<file path="config.mk">
export PLATFORM = sky130hd
export DESIGN_NAME = clock_digits
export DESIGN_NICKNAME = d
export VERILOG_FILES = /design/src/rtl/clock_digits_pkg.sv /design/src/rtl/bcd_to_seg.sv /design/src/rtl/clock_digits.sv
export SDC_FILE = /design/constraint.sdc
export NUM_CORES = 1
export LEC_CHECK = 0
export CELL_PAD_IN_SITES_DETAIL_PLACEMENT = 0
export CELL_PAD_IN_SITES_GLOBAL_PLACEMENT = 1
export CORE_ASPECT_RATIO = 1.75
export CORE_MARGIN = 3
export CORE_UTILIZATION = 49
export CTS_CLUSTER_SIZE = 30
export DETAILED_ROUTE_END_ITERATION = 6
export HOLD_SLACK_MARGIN = 0.03
export PLACE_DENSITY = 0.91
export RECOVER_POWER = 50
export SKIP_CTS_REPAIR_TIMING = 1
export SYNTH_ARGS = -nofsm -noshare
export SYNTH_HDL_FRONTEND = slang
export SYNTH_SLANG_ARGS = --single-unit
</file>
<file path="constraint.sdc">
create_clock -name clk -period 3.3 [get_ports clk]
set_input_delay 0.495 -clock clk [delete_from_list [all_inputs] [get_ports clk]]
set_output_delay 0.495 -clock clk [all_outputs]
set_load 0.01 [all_outputs]
</file>
<file path="src/rtl/clock_digits_pkg.sv">
// Shared types and constants for the clock_digits time-of-day display:
// segment codes, field-select encodings and BCD pair increment helper.
package clock_digits_pkg;

   // Active-low segment codes, bit7 = dp (off), bits6:0 = g..a
   localparam logic [7:0] SEG_0     = 8'hC0;
   localparam logic [7:0] SEG_1     = 8'hF9;
   localparam logic [7:0] SEG_2     = 8'hA4;
   localparam logic [7:0] SEG_3     = 8'hB0;
   localparam logic [7:0] SEG_4     = 8'h99;
   localparam logic [7:0] SEG_5     = 8'h92;
   localparam logic [7:0] SEG_6     = 8'h82;
   localparam logic [7:0] SEG_7     = 8'hF8;
   localparam logic [7:0] SEG_8     = 8'h80;
   localparam logic [7:0] SEG_9     = 8'h90;
   localparam logic [7:0] SEG_BLANK = 8'hFF;

   typedef enum logic [1:0] {
      FIELD_SEC  = 2'd0,
      FIELD_MIN  = 2'd1,
      FIELD_HOUR = 2'd2,
      FIELD_NONE = 2'd3
   } field_e;

   typedef struct packed {
      logic [3:0] tens;
      logic [3:0] units;
   } bcd_pair_t;

   typedef struct packed {
      bcd_pair_t hour;
      bcd_pair_t min;
      bcd_pair_t sec;
   } clock_time_t;

   // A packed BCD pair reads like its hex value, so 59 is 8'h59.
   localparam bcd_pair_t LAST_MIN_SEC = 8'h59;
   localparam bcd_pair_t LAST_HOUR    = 8'h23;

   function automatic bcd_pair_t bcd_pair_inc(input bcd_pair_t p, input bcd_pair_t last);
      bcd_pair_t r;
      if (p == last) begin
         r = '0;
      end else if (p.units == 4'd9) begin
         r.tens  = p.tens + 4'd1;
         r.units = 4'd0;
      end else begin
         r.tens  = p.tens;
         r.units = p.units + 4'd1;
      end
      return r;
   endfunction

endpackage

</file>
<file path="src/rtl/bcd_to_seg.sv">
// Combinational BCD digit to active-low 7-segment code; dp is left off
// here and driven by the top level. Non-BCD input blanks the digit.
module bcd_to_seg
   import clock_digits_pkg::*;
(
   input  logic [3:0] bcd,
   output logic [7:0] seg
);

   always_comb begin
      // NOTE: the default arm assigns seg on every path, so no latch is inferred.
      case (bcd)
         4'd0:    seg = SEG_0;
         4'd1:    seg = SEG_1;
         4'd2:    seg = SEG_2;
         4'd3:    seg = SEG_3;
         4'd4:    seg = SEG_4;
         4'd5:    seg = SEG_5;
         4'd6:    seg = SEG_6;
         4'd7:    seg = SEG_7;
         4'd8:    seg = SEG_8;
         4'd9:    seg = SEG_9;
         default: seg = SEG_BLANK;
      endcase
   end

endmodule

</file>
<file path="src/rtl/clock_digits.sv">
// HH:MM:SS clock with one-second prescaler, field-set mode with blinking,
// and six registered active-low 7-segment outputs.
module clock_digits
   import clock_digits_pkg::*;
#(
   parameter int CLK_FREQ = 100000000,
   parameter int HALF_CNT = CLK_FREQ / 2
) (
   input  logic       clk,
   input  logic       rst_n,
   input  logic       set_en,
   input  logic [1:0] set_field,
   input  logic       inc_pulse,
   input  logic       clear,
   output logic       sec_tick,
   output logic [7:0] seg_data_0,
   output logic [7:0] seg_data_1,
   output logic [7:0] seg_data_2,
   output logic [7:0] seg_data_3,
   output logic [7:0] seg_data_4,
   output logic [7:0] seg_data_5
);

   localparam int              CNT_W    = (CLK_FREQ > 1) ? $clog2(CLK_FREQ) : 1;
   localparam logic [CNT_W-1:0] LAST_CNT = CNT_W'(CLK_FREQ - 1);

   clock_time_t      time_q;
   logic [CNT_W-1:0] presc_cnt;
   logic [CNT_W-1:0] blink_cnt;

   // Time and prescaler; priority is clear, then set-mode increment, then tick.
   always_ff @(posedge clk or negedge rst_n) begin
      if (!rst_n) begin
         time_q    <= '0;
         presc_cnt <= '0;
         sec_tick  <= 1'b0;
      end else begin
         // NOTE: non-blocking assignments let every register sample the old state of its peers.
         sec_tick <= 1'b0;
         if (clear) begin
            time_q    <= '0;
            presc_cnt <= '0;
         end else if (set_en) begin
            presc_cnt <= '0;
            if (inc_pulse) begin
               case (field_e'(set_field))
                  FIELD_SEC:  time_q.sec  <= bcd_pair_inc(time_q.sec,  LAST_MIN_SEC);
                  FIELD_MIN:  time_q.min  <= bcd_pair_inc(time_q.min,  LAST_MIN_SEC);
                  FIELD_HOUR: time_q.hour <= bcd_pair_inc(time_q.hour, LAST_HOUR);
                  FIELD_NONE: ;
               endcase
            end
         end else if (presc_cnt == LAST_CNT) begin
            presc_cnt  <= '0;
            sec_tick   <= 1'b1;
            time_q.sec <= bcd_pair_inc(time_q.sec, LAST_MIN_SEC);
            if (time_q.sec == LAST_MIN_SEC) begin
               time_q.min <= bcd_pair_inc(time_q.min, LAST_MIN_SEC);
               if (time_q.min == LAST_MIN_SEC)
                  time_q.hour <= bcd_pair_inc(time_q.hour, LAST_HOUR);
            end
         end else begin
            presc_cnt <= presc_cnt + 1'b1;
         end
      end
   end

   // Blink phase only advances in set mode so the selected field starts visible.
   always_ff @(posedge clk or negedge rst_n) begin
      if (!rst_n)
         blink_cnt <= '0;
      else if (!set_en || blink_cnt == LAST_CNT)
         blink_cnt <= '0;
      else
         blink_cnt <= blink_cnt + 1'b1;
   end

   logic [3:0] digit    [6];
   logic [7:0] code     [6];
   logic [7:0] seg_next [6];
   logic [7:0] seg_q    [6];
   logic       blink_hi;
   logic       dp_lit;

   assign digit[0] = time_q.sec.units;
   assign digit[1] = time_q.sec.tens;
   assign digit[2] = time_q.min.units;
   assign digit[3] = time_q.min.tens;
   assign digit[4] = time_q.hour.units;
   assign digit[5] = time_q.hour.tens;

   assign blink_hi = set_en && (int'(blink_cnt) >= HALF_CNT);
   assign dp_lit   = time_q.sec.units[0];

   for (genvar i = 0; i < 6; i++) begin : g_digit
      localparam logic [1:0] FIELD_OF = 2'(i / 2);
      localparam logic       HAS_DP   = (i == 2) || (i == 4);

      bcd_to_seg u_dec (
         .bcd (digit[i]),
         .seg (code[i])
      );

      assign seg_next[i] = (blink_hi && set_field == FIELD_OF) ? SEG_BLANK
                         : {code[i][7] & ~(HAS_DP & dp_lit), code[i][6:0]};
   end

   always_ff @(posedge clk or negedge rst_n) begin
      if (!rst_n) begin
         // NOTE: this small output register array is reset (unlike a RAM) so the display shows 00:00:00.
         for (int i = 0; i < 6; i++) seg_q[i] <= SEG_0;
      end else begin
         seg_q <= seg_next;
      end
   end

   assign seg_data_0 = seg_q[0];
   assign seg_data_1 = seg_q[1];
   assign seg_data_2 = seg_q[2];
   assign seg_data_3 = seg_q[3];
   assign seg_data_4 = seg_q[4];
   assign seg_data_5 = seg_q[5];

endmodule

</file>
# After elaboration in Yosys (flattened, before gate mapping)
# Memory sizes are Yosys's and may differ from the RTL's.
# Index checks and enable logic that the tools add are counted.
# totals
romBits	672
mem_count	6
ff_bits	127
word_cells	88
inputBits	7
# memory_table
memory	depth	word_bits	rd	rd_ports_with_merged_regs	write_ports	line	text
(name not given)	16	7	1	0	0	bcd_to_seg.sv:12	case (bcd)
(name not given)	16	7	1	0	0	bcd_to_seg.sv:12	
(name not given)	16	7	1	0	0	bcd_to_seg.sv:12	
(name not given)	16	7	1	0	0	bcd_to_seg.sv:12	
(name not given)	16	7	1	0	0	bcd_to_seg.sv:12	
(name not given)	16	7	1	0	0	bcd_to_seg.sv:12	
# classes
addsub	8
n_lt_le_gt_ge	1
bitwise	3
eq_ne	14
n_reduce_logical	13
n_mux	28
# op_table
operator	count
two-way mux 8 bit	16
two-way mux 27 bit	4
two-way mux 24 bit	4
adder 27 x 1 -> 27 bit (second input constant)	2
equality test 27 bit (second input constant)	2
>= comparator 27 x 26 -> 1 bit (second input constant)	1
adder 4 x 1 -> 4 bit (second input constant)	6
equality test 8 x 7 -> 1 bit (second input constant)	2
two-way mux 16 bit	1
equality test 4 bit (second input constant)	3
!= test 3 x 1 -> 1 bit (second input constant)	4
nonzero test 3 bit	3
equality test 8 x 6 -> 1 bit (second input constant)	1
AND reduction 5 bit	1
logical AND 1 bit	4
AND reduction 4 bit	1
two-way mux 1 bit	3
AND reduction 3 bit	1
AND 1 bit (first input constant)	2
equality test 2 x 1 -> 1 bit (second input constant)	1
equality test 2 bit (second input constant)	1
logical NOT 2 bit	1
logical NOT 1 bit	1
logical OR 1 bit	1
inverter 1 bit	1

# Logic depth before layout (Yosys ltp)
# logic_depth
word_depth	8
ltp_mapped	8
ltp_nobuf	7

# Cells and area by module
# Synthesis repeated with hierarchy kept, for this count alone.
# unflattened
hier_cells	841
area_unflattened_um2	7424.6
# by_module_without_submodules
module	seq_area_each_um2	cells_per_inst	area_each_um2	instances
clock_digits	3193.1	633	6105.9	1
bcd_to_seg at g_digit[1].u_dec ...	0.0	35	221.5	5
bcd_to_seg at g_digit[0].u_dec	0.0	33	211.5	1

# Least setup slack after synthesis
# Ideal clock, no wire load.
# synth_timing
path_kind	reg2reg
from	register time_q (netlist bit digit[21])
to	register time_q (netlist bit digit[4])
t_required_ns	3.175
synth_period_minus_slack_ns	2.103
setup_time_ns	0.125
path_stages_with_launch	8
t_arrival_ns	1.979
path_slack_ns	1.197
cell_sequence	dfrtp_1 > inv_1 > ha_1 > nand3b_1 > nor3_2 > nand4_4 > and2_4 > mux2_2
# synth_between
elab_chain_cells	3
# synth_rtl
item	line	text
from (decl)	clock_digits.sv:27	clock_time_t time_q;
equality test 8 x 7 -> 1 bit	clock_digits.sv:57	if (time_q.sec == LAST_MIN_SEC) begin
nonzero test 3 bit (no line)	--	
AND reduction 5 bit (no line)	--	
# Every way passes these cells.
# A chain may end at the register's enable or synchronous reset.

# Worst setup path in the final report
# layout_timing
from	register time_q (netlist bit digit[0])
to	register time_q (netlist bit digit[1])
# layout_between
elab_chain_cells	8
word_cells_on_any_way	11
cone_classes	add/sub (1); eq/ne (1); mux (9)
# layout_rtl
item	line	text
adder 4 x 1 -> 4 bit	clock_digits_pkg.sv:45	r.tens = p.tens + 4'd1;
two-way mux 8 bit	clock_digits_pkg.sv:44	end else if (p.units == 4'd9) begin
two-way mux 8 bit (*)	clock_digits_pkg.sv:42	if (p == last) begin
two-way mux 8 bit	clock_digits.sv:59	if (time_q.min == LAST_MIN_SEC)
two-way mux 16 bit	clock_digits.sv:57	
two-way mux 24 bit	clock_digits.sv:53	end else if (presc_cnt == LAST_CNT) begin
two-way mux 24 bit (*)	clock_digits.sv:43	end else if (set_en) begin
two-way mux 24 bit (*)	clock_digits.sv:40	if (clear) begin
# Every way passes the cells marked *; elsewhere a longest branch is shown, timed or not. The select of a mux whose other input is x is not followed.

==> key figures <==
Route
  • Initial DRC Count: 242
  • Routed wire length per instance: 15.4 µm
  • Drt pass-1 iters: 5
  • DRC viols: 0
  • Drt via density: 5.58
  • Routed wire length: 14.8 mm
  • Routed vias: 5,365
  • Antenna Nets Post-Route: 0

Synth
  • Largest cells by area after synthesis: dfrtp_1 43%, ha_1 6.1%, nor2_1 5.1%
  • Syn Inst Count: 721
  • Commonest register cell after synthesis: dfrtp_1
  • Synth cell types: 67
  • Synth warn: 0
  • Synth Cell Area: 6740 µm²
  • Post-synth ARST share: 1.00
  • Synth top area share: 0.427
  • Top-count cell post-synth: dfrtp_1
  • Post-synth EDFFs: 0
  • Register area share after synthesis: 0.458
  • Synth cell count leaders: 115 x dfrtp_1, 92 x nor2_1, 56 x nand2_1
  • Leading area contributor after synthesis: dfrtp_1
  • Register bit total from synthesis: 123
  • Mapped Avg Cell Area: 9.35 µm²

Floorplan
  • Core area: 13,500 µm²
  • Boundary Pins: 56
  • Die ar.: 15,300 µm²
  • DIE HEIGHT: 161 µm
  • Row Count: 56
  • Die Width: 94.7 µm
  • Initial Utilization: 0.501

Global routing
  • First-pass GRT wire length: 25.0 mm
  • Antenna violations before repair: 0
  • Gr usage total: 0.205
  • Vias in the first global route: 5,520
  • Largest net degree at the start of global routing: 64
  • Total congestion overflow: 0

Power
  • Static Leakage: 3.53 nW
  • Power Dens Cells: 512 nW/µm²
  • Max IR drop VDD: 0.000336 V

STA
  • Final worst-path cycle share: 0.708
  • Slew headroom: -0.0574
  • Fmax: 428 MHz
  • Post-Route Setup TNS: 0 ns
  • Clock Skews: 0.00793 ns
  • Slew of the pin with the lowest slew margin: 1.59 ns
  • Fin crit period: 2.34 ns
  • Setup Viol. Count Final: 0
  • RSZ-0062 raised after global routing: false
  • Hold Fails Final Rpt: 0
  • Max-slew violation count: 64

Critical path
  • Critical path endpoint category: flip-flop
  • Crit path arrival time: 2.63 ns
  • Setup crit start kind: flip-flop
  • Crit path required time: 3.59 ns
  • Critical setup path kind: reg2reg
  • Max FO, Critical Path: 6

Clocking
  • Worst-Skew Late Latency: 0.41 ns
  • CTS buffer count: 17
  • # clock sinks: 123
  • Clock transition at path regs: 0.06 ns
  • Clk Tree Root Cell: clkbuf_16
  • CTS tree: built
  • Clock buffer depth: 2
  • H-Tree Depth: 4

Place
  • Post-DP Area: 7420 µm²
  • Port Buffers: 51
  • DP Wirelength: 10.6 mm
  • Final RePlAce weighted congestion: 0.843

Min path
  • Hold Path Class: in2async

Final layout
  • Design area: 7980 µm²
  • Nets: 815
  • # diodes: 0
  • Layout cells sized above 1: 0.0964
  • Layout area overhead: 18.3%

Flow run
  • Max Cap Viol: 1

Status
  • Violated checks: max-capacitance violations, max-slew violations
  • Outcome: finished with violations
registers in the layout, summed over array words and instances, names as in the netlist:
signal	count
seg_data_4	8
blink_cnt	27
seg_data_5	7
seg_data_1	7
digit	24
presc_cnt	27
sec_tick	1
seg_data_2	8
seg_data_3	7
seg_data_0	7
through the flow:
| step | hold slack, ns | setup slack, ns | utilization | total power, mW | instances |
|---|---|---|---|---|---|
| floorplan | 0.199 | 1.20 | - | 2.05 | 724 |
| global placement | 0.473 | 0.776 | 0.552 | 2.33 | 930 |
| detailed placement | 0.490 | 0.703 | 0.552 | 2.35 | 930 |
| CTS | 0.198 | 1.00 | 0.594 | 4.14 | 962 |
| global route | 0.522 | 0.578 | 0.593 | 4.28 | 962 |
| finish | 0.492 | 0.962 | 0.593 | 4.08 | 962 |
metal layers:
metal	GRT usage	share of wire
met1	0.220	0.39
met2	0.376	0.55
met4	0.0933	0.021
met5	0	0
met3	0.0391	0.029
report_power, final:
group | internal [mW] | switching (mW) | total (mW) | leakage, nW
clock | 1.12 | 0.659 | 1.78 | 0.276
combinational | 0.274 | 0.306 | 0.580 | 1.60
sequential | 1.63 | 0.0856 | 1.72 | 1.66
total | 3.03 | 1.05 | 4.08 | 3.53
worst paths after layout:
| path | to | from | slack, ns | cells past startpoint |
|---|---|---|---|---|
| worst min register to register | presc_cnt[0]$_DFF_PN0_ | presc_cnt[0]$_DFF_PN0_ | 0.51 | 1 |
| worst max register to register | digit[1]$_DFFE_PN0P_ | digit[0]$_DFFE_PN0P_ | 0.96 | 7 |
| max in group asynchronous | digit[3]$_DFFE_PN0P_ | rst_n | 1.03 | 2 |
| min in group clk | presc_cnt[0]$_DFF_PN0_ | presc_cnt[0]$_DFF_PN0_ | 0.51 | 1 |
| worst min-delay path | seg_data_0[2]$_DFF_PN0_ | rst_n | 0.49 | 1 |
| worst max-delay path | digit[1]$_DFFE_PN0P_ | digit[0]$_DFFE_PN0P_ | 0.96 | 7 |
layout make-up:
class | count | area (µm²)
Clock buffer | 20 | 447
Clock inverter | 12 | 125
Fill cell | 1157 | 5480
Inverter | 32 | 120
Multi-Input combinational cell | 537 | 3390
Sequential cell | 123 | 3090
Tap cell | 174 | 218
Timing Repair Buffer | 64 | 588
worst max-delay path: stages, from the launching register on:
cell and delay (ns):
dfrtp_1 0.45, inv_1 0.16, ha_1 0.20, or4b_2 0.60
o21ai_0 0.38, nor2_1 0.15, a21oi_1 0.18, o2bb2ai_1 0.10
placed cells by master, fill, tap and decap left out, types with 13 or more instances in the layout:
cell / instances
o21ai_0: 47
xor2_1: 30
dfrtp_1: 115
ha_1: 33
clkdlybuf4s50_1: 31
nor2_1: 92
nand2_1: 56
nand3_1: 42
dlygate4sd3_1: 19
nand4_1: 18
xnor2_1: 19
clkbuf_16: 17
nand2b_1: 14
nor3_1: 13
inv_1: 32
a21oi_1: 46
kinds of logic after synthesis:
| kind of cell | synth area share |
|---|---|
| XOR/XNOR | 0.0636 |
| buffers and inverters | 0.0412 |
| flip-flops | 0.458 |
| multiplexers | 0.0122 |
| adder cells (fa/ha/maj) | 0.0612 |
| AO/OA/AOI/OAI | 0.120 |
| AND/OR/NAND/NOR | 0.244 |
| other | 0.000556 |
Power figures use the tool's default switching activity.
